==> src/rtl/multi_channel_trigger.sv <==
// Trigger/run controller for the logic analyzer capture path.
// Watches the sampled channels for an edge, a masked pattern, both, or an
// external trigger, and walks IDLE -> ARMED -> RUN -> DONE. o_trig gates
// sample storage while in RUN. Holdoff suppresses triggers right after
// arming, and a latched post-trigger count bounds the RUN length.
// o_state exposes the FSM state for debug and checker binding.
module multi_channel_trigger #(
    parameter int WIDTH = 8,
    parameter int CNT_W = 16
) (
    input  logic                     i_clk,
    input  logic                     i_rst,
    input  logic [WIDTH-1:0]         i_data,
    input  logic [1:0]               i_mode,
    input  logic [$clog2(WIDTH)-1:0] i_edge_sel,
    input  logic [1:0]               i_edge_pol,
    input  logic [WIDTH-1:0]         i_pat_mask,
    input  logic [WIDTH-1:0]         i_pat_value,
    input  logic                     i_ext_en,
    input  logic                     i_ext_trig,
    input  logic                     i_arm,
    input  logic                     i_abort,
    input  logic                     i_man_toggle,
    input  logic [CNT_W-1:0]         i_holdoff,
    input  logic [CNT_W-1:0]         i_post_count,
    output logic                     o_armed,
    output logic                     o_trig,
    output logic                     o_trig_pulse,
    output logic                     o_done,
    output logic [CNT_W-1:0]         o_count,
    output logic [1:0]               o_state
);

    typedef enum logic [1:0] {
        S_IDLE  = 2'd0,
        S_ARMED = 2'd1,
        S_RUN   = 2'd2,
        S_DONE  = 2'd3
    } state_t;

    localparam logic [CNT_W-1:0] CNT_ONE = CNT_W'(1);

    state_t             state_q, state_d;
    logic [CNT_W-1:0]   hold_q, hold_d;
    logic [CNT_W-1:0]   count_q, count_d;
    logic [CNT_W-1:0]   post_q, post_d;
    logic               pulse_q, pulse_d;

    // Previous-cycle copies of the inputs; reset to 0 so an input held high
    // across reset release shows up as one edge.
    logic [WIDTH-1:0]   data_q;
    logic               ext_q, arm_q, abort_q, tog_q;

    logic ext_edge, arm_edge, abort_edge, tog_edge;
    logic d_cur, d_prev, edge_hit, pat_hit, hit;
    logic [CNT_W-1:0] cnt_inc;

    assign ext_edge   = i_ext_trig   & ~ext_q;
    assign arm_edge   = i_arm        & ~arm_q;
    assign abort_edge = i_abort      & ~abort_q;
    assign tog_edge   = i_man_toggle & ~tog_q;

    assign d_cur   = i_data[i_edge_sel];
    assign d_prev  = data_q[i_edge_sel];
    assign pat_hit = (((i_data ^ i_pat_value) & i_pat_mask) == '0);

    // RUN counter saturates at all-ones instead of wrapping.
    assign cnt_inc = (count_q == '1) ? count_q : (count_q + CNT_ONE);

    // Trigger condition for this cycle, from the live configuration.
    always_comb begin
        edge_hit = 1'b0;
        hit      = 1'b0;
        unique case (i_edge_pol)
            2'd0:    edge_hit = d_cur & ~d_prev;
            2'd1:    edge_hit = ~d_cur & d_prev;
            2'd2:    edge_hit = d_cur ^ d_prev;
            default: edge_hit = 1'b0;
        endcase
        unique case (i_mode)
            2'd0:    hit = edge_hit | (i_ext_en & ext_edge);
            2'd1:    hit = pat_hit | (i_ext_en & ext_edge);
            2'd2:    hit = (edge_hit & pat_hit) | (i_ext_en & ext_edge);
            default: hit = ext_edge;
        endcase
    end

    // Next state and counters; abort beats toggle beats hit/expiry beats arm.
    always_comb begin
        state_d = state_q;
        hold_d  = hold_q;
        count_d = count_q;
        post_d  = post_q;
        pulse_d = 1'b0;
        if (abort_edge) begin
            state_d = S_IDLE;
            count_d = '0;
        end else begin
            unique case (state_q)
                S_IDLE: begin
                    if (tog_edge || arm_edge) begin
                        state_d = S_ARMED;
                        hold_d  = i_holdoff;
                    end
                end
                S_ARMED: begin
                    // A repeated arm edge here deliberately does not reload holdoff.
                    if (tog_edge || (hit && (hold_q == '0))) begin
                        state_d = S_RUN;
                        count_d = '0;
                        post_d  = i_post_count;
                        pulse_d = 1'b1;
                    end else if (hold_q != '0) begin
                        hold_d = hold_q - CNT_ONE;
                    end
                end
                S_RUN: begin
                    count_d = cnt_inc;
                    if (tog_edge || ((post_q != '0) && (cnt_inc == post_q))) begin
                        state_d = S_DONE;
                    end
                end
                S_DONE: begin
                    if (tog_edge || arm_edge) begin
                        state_d = S_ARMED;
                        hold_d  = i_holdoff;
                    end
                end
                default: state_d = S_IDLE;
            endcase
        end
    end

    // State, counters and input history registers.
    always_ff @(posedge i_clk or posedge i_rst) begin
        if (i_rst) begin
            state_q <= S_IDLE;
            hold_q  <= '0;
            count_q <= '0;
            post_q  <= '0;
            pulse_q <= 1'b0;
            data_q  <= '0;
            ext_q   <= 1'b0;
            arm_q   <= 1'b0;
            abort_q <= 1'b0;
            tog_q   <= 1'b0;
        end else begin
            state_q <= state_d;
            hold_q  <= hold_d;
            count_q <= count_d;
            post_q  <= post_d;
            pulse_q <= pulse_d;
            data_q  <= i_data;
            ext_q   <= i_ext_trig;
            arm_q   <= i_arm;
            abort_q <= i_abort;
            tog_q   <= i_man_toggle;
        end
    end

    assign o_armed      = (state_q == S_ARMED);
    assign o_trig       = (state_q == S_RUN);
    assign o_done       = (state_q == S_DONE);
    assign o_trig_pulse = pulse_q;
    assign o_count      = count_q;
    assign o_state      = state_q;

endmodule

==> config.mk <==
export PLATFORM = sky130hd
export DESIGN_NAME = multi_channel_trigger
export DESIGN_NICKNAME = d
export VERILOG_FILES = /design/src/rtl/multi_channel_trigger.sv
export SDC_FILE = /design/constraint.sdc
export NUM_CORES = 1
export LEC_CHECK = 0
export CAP_MARGIN = 10
export CORE_MARGIN = 2
export CORE_UTILIZATION = 40
export DETAILED_ROUTE_END_ITERATION = 6
export GPL_TIMING_DRIVEN = 0
export PLACE_DENSITY = 0.73
export SYNTH_ARGS = -nofsm -noshare
export SYNTH_HDL_FRONTEND = slang
export SYNTH_SLANG_ARGS = --single-unit
==> constraint.sdc <==
create_clock -name i_clk -period 3 [get_ports i_clk]
set_clock_uncertainty 0.05 [all_clocks]
set_input_delay 0.45 -clock i_clk [delete_from_list [all_inputs] [get_ports i_clk]]
set_output_delay 0.45 -clock i_clk [all_outputs]
set_load 0.02 [all_outputs]
==> flow_metrics.env <==
export IMPL_status="finished with violations"
export IMPL_violations="negative setup slack"
export IMPL_timing_final_crit_period_ns=3.060
export IMPL_fp_dieW_um=109.6
export IMPL_via_count=4601
export IMPL_area_growth_pct=38.27
export IMPL_dr_pass1_iters=6
export IMPL_p_sw_mw=2.078
export IMPL_rsz0062_at_grt="yes"
export IMPL_drt_total_wl_um=14870
export IMPL_row_count=38
export IMPL_cp_arrival_ns=3.26
export IMPL_grt_use_total_pct=25.03
export IMPL_cp_end_kind="flop"
export IMPL_worst_pin_slew_ns=0.6391
export IMPL_clockBufferDepth=2
export IMPL_hpwl_um=10820
export IMPL_seq_area_frac_synth_pct=35.35
export IMPL_finalCritPeriodShare_pct=102.0
export IMPL_globalplace_congestion=0.9737
export IMPL_ir_worst_vdd_mv=0.4447
export IMPL_ys_ff_latch=63
export IMPL_netlist_top_cells_count="63 x dfrtp_1, 42 x nor2_1, 38 x o21ai_0"
export IMPL_syn_avg_cell_area_um2=8.795
export IMPL_hold_ws_ns=0.3276
export IMPL_cts_buffers=9
export IMPL_synth_top_area_cell="dfrtp_1"
export IMPL_n_antenna_cell=0
export IMPL_dp_cells=740
export IMPL_yosys_warnings=0
export IMPL_drtIter0Drc=272
export IMPL_async_flop_share_pct=100.0
export IMPL_hold_viol=0
export IMPL_clk_latency_ns=0.36
export IMPL_io_buffers=91
export IMPL_power_frac_seq_pct=31.1
export IMPL_timing_fmax_mhz=326.8
export IMPL_cts_tree="built"
export IMPL_min_delay_path_class="input port to flop"
export IMPL_drive_gt1_share_pct=18.28
export IMPL_power_share_clock_pct=15.3
export IMPL_io_pins=92
export IMPL_postRouteAntennaNets=0
export IMPL_fin_ws_ns=-0.05985
export IMPL_path_class="flop to flop"
export IMPL_syn_inst=507
export IMPL_grt_pass1_wl_um=22990
export IMPL_crit_fanout=7
export IMPL_p_per_area_mw_per_mm2=757.1
export IMPL_drcViolationCount=0
export IMPL_p_int_mw=2.590
export IMPL_clk_pin_slew_ns=0.07
export IMPL_grt_overflow=0
export IMPL_die_area_mm2=0.01201
export IMPL_slew_headroom_pct=57.40
export IMPL_cp_start_kind="flop"
export IMPL_core_mm2=0.01084
export IMPL_max_cap_violations=0
export IMPL_setup_viol=17
export IMPL_critPathRequiredTime_ns=3.20
export IMPL_synth_area_top_cells="dfrtp_1 35%, o21ai_0 4.3%, a21oi_1 4.0%"
export IMPL_drv_slew=0
export IMPL_stdcell_count=769
export IMPL_synth_edf_count=0
export IMPL_power_frac_comb_pct=53.6
export IMPL_synthesis_nets=588
export IMPL_ys_flop_type="dfrtp_1"
export IMPL_antenna_found_initial=0
export IMPL_n_fill_cell=986
export IMPL_layout_nets=706
export IMPL_synth_top_cell_area_share_pct=35.35
export IMPL_clock_root_buffer="clkbuf_8"
export IMPL_grt_pass1_vias=4481
export IMPL_start_util_pct=41.14
export IMPL_fin_util_pct=56.88
export IMPL_cts_sinks=63
export IMPL_grt_max_degree=40
export IMPL_switching_share_pct=44.52
export IMPL_netlist_area_mm2=0.004459
export IMPL_fp_dieH_um=109.6
export IMPL_htreeDepth=3
export IMPL_synth_cell_type_count=72
export IMPL_power_leakage_nw=2.456
export IMPL_viasPerCell=5.983
export IMPL_wire_per_inst_um=19.34
export IMPL_synthMostInstantiatedCell="dfrtp_1"
-- layout by cell type, fill, tap and decap left out, types with 12 or more instances in the layout --
cell type / Yosys / final
nor3_1: 13 / 13
clkbuf_1: 14 / 12
inv_1: 23 / 22
nand2_1: 33 / 33
o21ai_0: 38 / 33
dfrtp_1: 63 / 61
a21oi_1: 36 / 32
xor2_1: 13 / 13
nand3_1: 18 / 15
nand4_1: 12 / 12
nor2_1: 42 / 41
clkbuf_8: 0 / 12
nand2b_1: 13 / 12
buf_4: 4 / 15
clkdlybuf4s50_1: 0 / 81
mux2_4: 0 / 12
-- power groups by stage --
stage	combinational, mW	clock, mW	sequential, mW
after detailed placement	2.08	0	1.44
after global placement	2.03	0	1.43
after floorplan	1.46	0	1.36
after CTS	2.22	0.717	1.44
final	2.50	0.712	1.45
after global routing	2.72	0.760	1.50
-- metal layers --
layer / part of all wire, % / GRT usage, % / routed length (um)
met1: 42 / 32.09 / 6210
met2: 48 / 41.67 / 7155
met3: 6.7 / 4.090 / 998
met4: 3.4 / 10.76 / 506
met5: 0 / 0 / 0
-- final cells by class --
type	instances	area [um2]	share of cell area, %
plain buffers	30	167.7	2.719
inverters	23	86.33	1.400
clock inverters	3	17.52	0.2841
repair buffers	109	1066	17.29
clock buffers	12	165.2	2.679
multi-input cells	389	2909	47.18
flip-flops and latches	63	1579	25.61
well taps	140	175.2	2.841
-- through the flow --
stage	area, um2	power, mW	setup slack (ns)	setup TNS, ns
after floorplan	4476	2.814	-0.003808	-0.01904
after global placement	5562	3.460	-0.9643	-41.69
after detailed placement	5585	3.525	-1.007	-29.91
after CTS	5923	4.373	-0.09956	-1.427
after global routing	6166	4.977	-0.1796	-4.095
final	6166	4.668	-0.05985	-0.5610
-- path summary, 6_finish.rpt --
| check | slack, ns | from | endpoint | cells after the start |
|---|---|---|---|---|
| setup / recovery | -0.06 | data_q[6] | post_q[3] | 12 |
| hold / removal | 0.33 | i_data[6] | data_q[6] | 1 |
| setup reg to reg | -0.06 | data_q[6] | post_q[3] | 12 |
| hold reg to reg | 0.49 | hold_q[0] | hold_q[0] | 2 |
| max in group asynchronous | 1.86 | i_rst | o_count[13] | 3 |
| min in group asynchronous | 0.40 | i_rst | post_q[7] | 2 |
-- state kept, by name, indices dropped and copies added (netlist names), 2 cells and up --
signal / count
data_q: 8
hold_q: 16
o_count: 16
o_state: 2
post_q: 16
-- kinds of logic after synthesis --
kind of cell,after synthesis,share of synthesized area [%]
xor+xnor,17,3.339
mux,20,6.005
compound gates,144,21.66
buf+inv,55,5.471
simple gates,197,25.08
flops,63,35.35
fa+ha+maj,11,3.086
-- critical path, stage by stage (launching register included) --
cell	delay (ns)
dfrtp_1	0.37
mux4_2	0.47
mux2i_2	0.20
inv_1	0.07
ha_1	0.27
nand2b_4	0.15
a21oi_4	0.13
o21ai_2	0.07
a211oi_2	0.29
o21ai_4	0.14
a21oi_4	0.25
buf_6	0.18
mux2_4	0.31
-- repair_timing --
action,in CTS,in global routing
gates resized for setup,38,44
pin swaps,12,14
hold buffers,0,0
endpoints found under the hold margin,0,0
setup buffers,8,7
setup endpoints to repair,46,40
cloned,1,0
(Power assumes the default switching activity.)
